--- config.mk ---
export PLATFORM = sky130hd
export DESIGN_NAME = utf8_decoder_flat
export DESIGN_NICKNAME = d
export VERILOG_FILES = /design/src/rtl/utf8_pkg.sv /design/src/rtl/utf8_decoder_if.sv /design/src/rtl/utf8_byte_classifier.sv /design/src/rtl/utf8_decoder.sv /design/src/flat_wrapper.sv
export SDC_FILE = /design/constraint.sdc
export NUM_CORES = 1
export LEC_CHECK = 0
export CAP_MARGIN = 20
export CORE_MARGIN = 2
export CORE_UTILIZATION = 57
export CTS_BUF_LIST = sky130_fd_sc_hd__clkbuf_4
export CTS_CLUSTER_SIZE = 16
export DETAILED_ROUTE_END_ITERATION = 10
export GPL_TIMING_DRIVEN = 0
export PLACE_DENSITY = 0.91
export SLEW_MARGIN = 20
export SYNTH_ARGS = -nofsm -noshare
export SYNTH_HDL_FRONTEND = slang
export SYNTH_SLANG_ARGS = --single-unit
--- constraint.sdc ---
create_clock -name clock -period 2.6 [get_ports clock]
set_clock_uncertainty 0.05 [all_clocks]
set_input_delay 0.65 -clock clock [delete_from_list [all_inputs] [get_ports clock]]
set_output_delay 0.65 -clock clock [all_outputs]
set_load 0.02 [all_outputs]
--- src/rtl/utf8_pkg.sv ---
// rtl/utf8_pkg.sv - status codes, FSM states and second-byte range limits for the UTF-8 decoder
package utf8_pkg;

  localparam logic [1:0] ST_INITIAL = 2'd0;
  localparam logic [1:0] ST_PENDING = 2'd1;
  localparam logic [1:0] ST_READY   = 2'd2;
  localparam logic [1:0] ST_ERROR   = 2'd3;

  typedef enum logic [2:0] {
    S_IDLE,
    S_NEED1,
    S_NEED2,
    S_NEED3,
    S_ERR
  } state_e;

  localparam logic [7:0] CONT_LO = 8'h80;
  localparam logic [7:0] CONT_HI = 8'hBF;
  localparam logic [7:0] E0_LO   = 8'hA0;
  localparam logic [7:0] ED_HI   = 8'h9F;
  localparam logic [7:0] F0_LO   = 8'h90;
  localparam logic [7:0] F4_HI   = 8'h8F;

  function automatic state_e need_state(input logic [1:0] len);
    case (len)
      2'd1:    need_state = S_NEED1;
      2'd2:    need_state = S_NEED2;
      default: need_state = S_NEED3;
    endcase
  endfunction

endpackage

--- src/rtl/utf8_decoder_if.sv ---
// rtl/utf8_decoder_if.sv - byte-in / code-point-out bundle between byte source and decoder
interface utf8_decoder_if;
  logic        allow;
  logic        finish;
  logic [7:0]  data;
  logic [20:0] code_point;
  logic [1:0]  status;

  modport master (output allow, output finish, output data, input code_point, input status);
  modport slave  (input allow, input finish, input data, output code_point, output status);
endinterface

--- src/rtl/utf8_byte_classifier.sv ---
// rtl/utf8_byte_classifier.sv - combinational classification of one UTF-8 byte
module utf8_byte_classifier
  import utf8_pkg::*;
(
  input  logic [7:0] byte_i,
  output logic       is_ascii_o,
  output logic       is_cont_o,
  output logic [1:0] lead_len_o,
  output logic [4:0] lead_payload_o,
  output logic       invalid_lead_o,
  output logic [7:0] sec_lo_o,
  output logic [7:0] sec_hi_o
);

  always_comb begin
    is_ascii_o     = ~byte_i[7];
    is_cont_o      = (byte_i[7:6] == 2'b10);
    lead_len_o     = 2'd0;
    lead_payload_o = 5'd0;
    invalid_lead_o = 1'b0;
    sec_lo_o       = CONT_LO;
    sec_hi_o       = CONT_HI;
    if (byte_i >= 8'hC2 && byte_i <= 8'hDF) begin
      lead_len_o     = 2'd1;
      lead_payload_o = byte_i[4:0];
    end else if (byte_i[7:4] == 4'hE) begin
      lead_len_o     = 2'd2;
      lead_payload_o = {1'b0, byte_i[3:0]};
      if (byte_i == 8'hE0) sec_lo_o = E0_LO;
      if (byte_i == 8'hED) sec_hi_o = ED_HI;
    end else if (byte_i >= 8'hF0 && byte_i <= 8'hF4) begin
      lead_len_o     = 2'd3;
      lead_payload_o = {2'b00, byte_i[2:0]};
      if (byte_i == 8'hF0) sec_lo_o = F0_LO;
      if (byte_i == 8'hF4) sec_hi_o = F4_HI;
    end else if (byte_i[7]) begin
      // stray continuation, overlong C0/C1, or beyond U+10FFFF
      invalid_lead_o = 1'b1;
    end
  end

endmodule

--- src/rtl/utf8_decoder.sv ---
// rtl/utf8_decoder.sv - streaming UTF-8 decoder: input register stage, then decode FSM with registered outputs
module utf8_decoder
  import utf8_pkg::*;
(
  input  logic          clock,
  input  logic          reset,
  utf8_decoder_if.slave bus
);

  logic        s1_allow_q, s1_finish_q;
  logic [7:0]  s1_byte_q;
  state_e      state_q;
  logic [20:0] acc_q, code_point_q;
  logic [1:0]  status_q;
  logic [7:0]  lo_q, hi_q;

  logic       is_ascii, is_cont, invalid_lead;
  logic [1:0] lead_len;
  logic [4:0] lead_payload;
  logic [7:0] sec_lo, sec_hi;
  logic       cont_ok;

  utf8_byte_classifier u_cls (
    .byte_i         (s1_byte_q),
    .is_ascii_o     (is_ascii),
    .is_cont_o      (is_cont),
    .lead_len_o     (lead_len),
    .lead_payload_o (lead_payload),
    .invalid_lead_o (invalid_lead),
    .sec_lo_o       (sec_lo),
    .sec_hi_o       (sec_hi)
  );

  // lo/hi narrow only for the byte right after a lead, then relax to 80-BF
  assign cont_ok = is_cont && (s1_byte_q >= lo_q) && (s1_byte_q <= hi_q);

  always_ff @(posedge clock) begin
    if (!reset) begin
      s1_allow_q  <= 1'b0;
      s1_finish_q <= 1'b0;
      s1_byte_q   <= 8'h00;
    end else begin
      s1_allow_q  <= bus.allow;
      s1_finish_q <= bus.finish;
      s1_byte_q   <= bus.data;
    end
  end

  always_ff @(posedge clock) begin
    if (!reset) begin
      state_q      <= S_IDLE;
      acc_q        <= 21'd0;
      code_point_q <= 21'd0;
      status_q     <= ST_INITIAL;
      lo_q         <= CONT_LO;
      hi_q         <= CONT_HI;
    end else begin
      case (state_q)
        S_IDLE: begin
          status_q <= ST_INITIAL;
          if (s1_allow_q) begin
            if (is_ascii) begin
              code_point_q <= {13'd0, s1_byte_q};
              status_q     <= ST_READY;
            end else if (invalid_lead || is_cont) begin
              state_q  <= S_ERR;
              status_q <= ST_ERROR;
            end else begin
              state_q  <= need_state(lead_len);
              acc_q    <= {16'd0, lead_payload};
              lo_q     <= sec_lo;
              hi_q     <= sec_hi;
              status_q <= ST_PENDING;
            end
          end
        end
        S_NEED1, S_NEED2, S_NEED3: begin
          status_q <= ST_PENDING;
          if (s1_allow_q) begin
            if (!cont_ok || (s1_finish_q && state_q != S_NEED1)) begin
              state_q  <= S_ERR;
              status_q <= ST_ERROR;
            end else begin
              lo_q  <= CONT_LO;
              hi_q  <= CONT_HI;
              acc_q <= {acc_q[14:0], s1_byte_q[5:0]};
              if (state_q == S_NEED1) begin
                code_point_q <= {acc_q[14:0], s1_byte_q[5:0]};
                status_q     <= ST_READY;
                state_q      <= S_IDLE;
              end else begin
                state_q <= (state_q == S_NEED3) ? S_NEED2 : S_NEED1;
              end
            end
          end else if (s1_finish_q) begin
            state_q  <= S_ERR;
            status_q <= ST_ERROR;
          end
        end
        S_ERR: status_q <= ST_ERROR;
        default: begin
          state_q  <= S_IDLE;
          status_q <= ST_INITIAL;
        end
      endcase
    end
  end

  assign bus.code_point = code_point_q;
  assign bus.status     = status_q;

endmodule

--- src/flat_wrapper.sv ---
// flat-port wrapper written by rule: the top's interface ports become plain ports
module utf8_decoder_flat import utf8_pkg::*;
  (clock, reset, bus_allow, bus_finish, bus_data, bus_code_point, bus_status);
  utf8_decoder_if bus_i ();
  input  logic clock;
  input  logic reset;
  input wire logic [$bits(bus_i.allow)-1:0] bus_allow;
  input wire logic [$bits(bus_i.finish)-1:0] bus_finish;
  input wire logic [$bits(bus_i.data)-1:0] bus_data;
  output wire logic [$bits(bus_i.code_point)-1:0] bus_code_point;
  output wire logic [$bits(bus_i.status)-1:0] bus_status;
  assign bus_i.allow = bus_allow;
  assign bus_i.finish = bus_finish;
  assign bus_i.data = bus_data;
  assign bus_code_point = bus_i.code_point;
  assign bus_status = bus_i.status;
  utf8_decoder u_core (.clock(clock), .reset(reset), .bus(bus_i));
endmodule
==> results.yml, run 1 <==
outcome:
  status: "finished clean"
synth:
  avgSynthCellArea_um2: 9.35
  synth_nets: 296
  syn_inst: 280
  synth_top_area_share_pct: 42.0
  synthFlopType: "dfxtp_1"
  synth_edf_count: 0
  synth-seq-cells: 55
  yosys-top-cells-area: "dfxtp_1 42%, mux2i_1 9.2%, nand2_1 6.6%"
  yosys.area.top_type: "dfxtp_1"
  syn_area_um2: 2620
  yosysWarnings: 0
  synth_seq_area_share_pct: 42.0
  synth-async-reset-ratio_pct: 0
  ys_types: 57
  synth_commonest_cells: "55 x dfxtp_1, 46 x nand2_1, 24 x mux2i_1"
  yosysMostFrequentCell: "dfxtp_1"
sta:
  finalHoldViolCount: 0
  timing.setup.tns_ps: 0
  slew_violations: 0
  setup_viol: 0
  fmax_ghz: 0.436
  setup_ws_ps: 306
  min_period_ps: 2290
  tightestPinTransition_ps: 504
  relSlewSlack_pct: 66.3
  finalCritPeriodShare_pct: 88.2
  rsz0062_at_grt: "false"
  whs_ps: 421
min_path:
  min_path_type: "register to register"
  hold_depth: 2
  hold_end: "u_core.bus.code_point[4]"
  min_from: "u_core.bus.code_point[4]"
setup_path:
  startpoint_type: "register"
  reg2reg_from: "u_core.s1_byte_q[4]"
  crit_buf_inv: 2
  slowest_delay_ps: 360
  critPathRequiredTime_ps: 2840
  reg2reg_depth: 8
  r2r_end: "u_core.hi_q[5]"
  cp_max_fo: 10
  crit_type: "register to register"
  path_cells: "clkbuf_2 -> inv_1 -> ha_1 -> nor2b_1 -> o21ai_0 -> a21oi_4 -> a31o_4 -> mux2_2"
  r2r_setup_slack_ps: 310
  arrival_ps: 2530
  cpLargestDelayFamily: "compound AO/OA/AOI/OAI gates"
  cp-end-kind: "register"
  slowest_stage: "dfxtp_1"
clocking:
  cts_buffers: 5
  worstSkewPairLatency_ps: 400
  clock-sinks: 55
  cts-root-buf: "clkbuf_4"
  cts_tree: "built"
  cts_hold_buf: 0
  cts_buffer_depth: 2
  cts_setup_buffers: 0
  clk_pin_slew_ps: 160
  cts_max_level: 2
place:
  dpl_cell_area_um2: 3010
  placedCellCount: 365
  io_buffers: 33
  post-dp-hpwl_um: 4120
  place.gp.congestion: 1.00
  dp_slack_ps: 117
cells_and_area:
  area_growth_pct: 17.2
  antenna_cells: 0
  fin_nets: 336
  final_layout_size_suffix_gt1_share_pct: 11.2
  design_area_um2: 3070
  final_cell_count_no_fill: 373
  final_util_pct: 70.0
  fillerInstances: 340
power:
  total_power_mw: 1.41
  power_leakage_nw: 1.11
  powerDensity_nw_per_um2: 459
  ir_worst_vdd_mv: 0.429
grt:
  grtUsageTotal_pct: 23.8
  grt_max_degree: 18
  grt_pass1_vias: 2042
  grt_antenna_before_repair: 0
  grt_overflow: 0
  grt_pass1_wl_um: 9530
floorplan:
  start_util_pct: 59.7
  ios: 35
  core_um2: 4380
  rows: 24
  dieArea_um2: 5150
  die_w_um: 71.8
  dieHeight_um: 71.8
drt:
  drc: 0
  vias_per_cell: 5.93
  dr.pass1.iters: 6
  drtIter0Drc: 195
  vias: 2213
  final_antenna_net_count: 0
  post_drt_wl_per_cell_um: 15.0
  finalWirelength_um: 5600
job:
  drv_cap: 0
==> layout by cell type, fill, tap and decap left out, types with 4 or more instances in the layout <==
master           count
a21oi_1              8
a32o_1               4
and2_1              11
buf_6                4
clkbuf_1            11
clkbuf_4             5
clkdlybuf4s50_1     33
dfxtp_1             55
ha_1                 4
inv_1                9
mux2i_1             24
nand2_1             46
nand3_1             23
nor2_1               6
o21ai_0              6
o22ai_1              5
==> how the worst max path moves through the flow <==
stage,slack (ps),startpoint,end,depth (start not counted)
floorplan,480,u_core.s1_byte_q[4],u_core.hi_q[4],8
global placement,180,u_core.s1_byte_q[4],u_core.acc_q[14],8
detailed placement,120,u_core.s1_byte_q[4],u_core.acc_q[13],8
CTS,120,u_core.s1_byte_q[4],u_core.acc_q[13],8
global route,160,u_core.s1_byte_q[4],u_core.acc_q[13],8
finish,310,u_core.s1_byte_q[4],u_core.hi_q[5],8
==> flip-flops by register name, indices dropped and copies added, names as in the netlist <==
register               flops
u_core.acc_q              15
u_core.bus.code_point     21
u_core.bus.status          2
u_core.hi_q                2
u_core.lo_q                2
u_core.s1_allow_q          1
u_core.s1_byte_q           8
u_core.s1_finish_q         1
u_core.state_q             3
==> where the power goes <==
group,internal (mW),switching (mW),total (mW),leakage [nW]
Combinational,0.0675,0.0901,0.158,0.629
Sequential,0.858,0.0119,0.869,0.446
Clock,0.105,0.276,0.381,0.0330
==> cells by family after synthesis <==
logic type | after synthesis | synth area share (%)
compound gates | 52 | 16.1
fa+ha+maj | 4 | 1.91
buf+inv | 30 | 6.31
flops | 55 | 42.0
mux | 26 | 10.0
simple gates | 113 | 23.6
==> worst min-delay path, stage by stage (launching register included) <==
cell	delay (ps)
dfxtp_1	340
nand2_1	50
mux2i_1	50
==> metal layers <==
layer  GRT usage (%)  wire length [um]  vias up
li1                -                 -     1078
met1            32.7              2460     1020
met2            35.1              2580       96
met3            4.22               365       19
met4            13.8               197        0
met5               0                 0        -
==> final cells by class <==
cell class	instances	area, um2	share of cell area (%)
clock inverter	3	17.5	0.570
tap	52	65.1	2.12
buffer	21	133	4.32
timing repair buffer	33	330	10.8
inverter	9	33.8	1.10
sequential	55	1100	35.9
clock buffer	5	37.5	1.22
multi-input combinational	195	1350	44.1
==> what timing repair did <==
item | CTS | global route
setup endpoints to repair | 0 | 10
resized for setup | 0 | 2
endpoints found under the hold margin | 0 | 0
Note: power is estimated with default switching activity, not from simulation.
==> run 2, diff against run 1 <==
==> constraint.sdc (replaced) <==
create_clock -name clock -period 2.4 [get_ports clock]
set_clock_uncertainty 0.05 [all_clocks]
set_input_delay 0.6 -clock clock [delete_from_list [all_inputs] [get_ports clock]]
set_output_delay 0.6 -clock clock [all_outputs]
set_load 0.02 [all_outputs]
==> run 2 against run 1 <==
Routed wire length barely moved. Hold slack barely moved. Critical path type unchanged. Non-clock buffer count rose by 1. Register-to-register slack got worse by 110 ps. Global-route usage did not move. Sequential power rose by 8.4%. Via count fell by 0.50%.
==> results.yml, run 2 (synthesis results as in run 1) <==
drt:
  finalWirelength_um: 5600
  dr.pass1.iters: 4
  final_antenna_net_count: 0
  vias: 2202
  vias_per_cell: 5.89
  drtIter0Drc: 231
  drc: 0
  post_drt_wl_per_cell_um: 15.0
floorplan:
  start_util_pct: 59.7
  core_um2: 4380
  die_w_um: 71.8
  dieArea_um2: 5150
  dieHeight_um: 71.8
  ios: 35
  rows: 24
cells_and_area:
  mostFrequentLayoutCells: "55 x dfxtp_1, 46 x nand2_1, 33 x clkdlybuf4s50_1, 24 x mux2i_1, 23 x nand3_1"
  final_cell_count_no_fill: 374
  fin_nets: 337
  area_growth_pct: 17.5
  final_common_cell: "dfxtp_1"
  largest_register_ffs: 21
  final_layout_size_suffix_gt1_share_pct: 11.5
  design_area_um2: 3080
  antenna_cells: 0
grt:
  grt_overflow: 0
  grt_pass1_vias: 2042
  grtUsageTotal_pct: 23.8
  grt_pass1_wl_um: 9530
  grt_max_degree: 18
  grt_antenna_before_repair: 0
setup_path:
  path_cells: "clkbuf_2 -> inv_1 -> ha_1 -> nor2b_1 -> o21ai_1 -> a21oi_4 -> a31o_4 -> mux2_2"
  arrival_ps: 2430
  critPathRequiredTime_ps: 2630
  startpoint_type: "register"
  cp-end-kind: "register"
  crit_type: "register to register"
  r2r_setup_slack_ps: 200
  cp_max_fo: 10
  slowest_stage: "dfxtp_1"
  slowest_delay_ps: 370
sta:
  setup_viol: 0
  fmax_ghz: 0.454
  tightestPinTransition_ps: 488
  finalCritPeriodShare_pct: 91.7
  slew_violations: 0
  timing.setup.tns_ps: 0
  min_period_ps: 2200
  finalHoldViolCount: 0
  rsz0062_at_grt: "false"
  relSlewSlack_pct: 67.3
place:
  placedCellCount: 365
  dpl_cell_area_um2: 3010
  io_buffers: 33
  post-dp-hpwl_um: 4120
  place.gp.congestion: 1.00
job:
  drv_cap: 0
clocking:
  clk_pin_slew_ps: 160
  cts-root-buf: "clkbuf_4"
  cts_buffers: 5
  cts_tree: "built"
  worstSkewPairLatency_ps: 390
  clock-sinks: 55
  cts_max_level: 2
  cts_buffer_depth: 2
min_path:
  min_path_type: "register to register"
outcome:
  status: "finished clean"
power:
  power_leakage_nw: 1.11
  powerDensity_nw_per_um2: 496
  ir_worst_vdd_mv: 0.464
run 2: cell type report:
type                    count  area, um2
plain buffers              21        133
clock buffers               5       37.5
clock inverters             3       17.5
fillers                   340       1310
inverters                   9       33.8
multi-input cells         195       1350
flip-flops and latches     55       1100
well taps                  52       65.1
repair buffers             34        338
run 2: path summary, 6_finish.rpt:
kind	from	to	cells after the start
max reg2reg	u_core.s1_byte_q[4]	u_core.hi_q[5]	8
max	u_core.s1_byte_q[4]	u_core.hi_q[5]	8
min reg2reg	u_core.bus.code_point[18]	u_core.bus.code_point[18]	2
min	u_core.bus.code_point[18]	u_core.bus.code_point[18]	2
run 2: per-layer routing:
layer / up-vias / part of all wire [%] / GRT usage (%)
met5: - / 0 / 0
met4: 0 / 2.2 / 13.8
met3: 9 / 7.9 / 4.22
met2: 98 / 47 / 35.1
met1: 1012 / 43 / 32.7
li1: 1083 / - / -
run 2: repair_timing:
item | in CTS | in global routing
hold buffers | 0 | 0
gates resized for setup | 1 | 1
endpoints found under the setup margin | 8 | 7
buffers inserted | 0 | 1
pin swaps | 0 | 1
run 2: critical path, delay by kind of cell (launching register included):
family	cells	cell delay, ps
flops	1	370
simple gates	1	140
compound gates	3	650
mux	1	340
fa+ha+maj	1	190
buf+inv	2	370
run 2: per-stage QoR:
| step | hold slack, ps | util, % | setup WS (ps) | power [mW] |
|---|---|---|---|---|
| 2_1_floorplan | 388 | - | 282 | 1.07 |
| 3_3_place_gp | 394 | 68.8 | -19.7 | 1.12 |
| 3_5_place_dp | 399 | 68.8 | -82.8 | 1.13 |
| 4_1_cts | 425 | 70.0 | 139 | 1.53 |
| 5_1_grt | 442 | 70.2 | 55.9 | 1.59 |
| 6_report | 420 | 70.2 | 199 | 1.53 |
run 2: report_power, final:
group          total, mW  switching, mW  leakage (nW)  internal (mW)
clock network      0.412          0.298        0.0330          0.114
logic              0.173         0.0978         0.634         0.0747
registers          0.942         0.0127         0.446          0.929
==> run 3, diff against run 2 <==
--- a/config.mk
+++ b/config.mk
@@ -11,6 +11,7 @@
 export CTS_BUF_LIST = sky130_fd_sc_hd__clkbuf_4
 export CTS_CLUSTER_SIZE = 16
 export DETAILED_ROUTE_END_ITERATION = 10
+export GPL_ROUTABILITY_DRIVEN = 0
 export GPL_TIMING_DRIVEN = 0
 export PLACE_DENSITY = 0.91
 export SLEW_MARGIN = 20
==> results of run 3 <==
No change in the layout: final DEF, timing and power equal those of run 2.
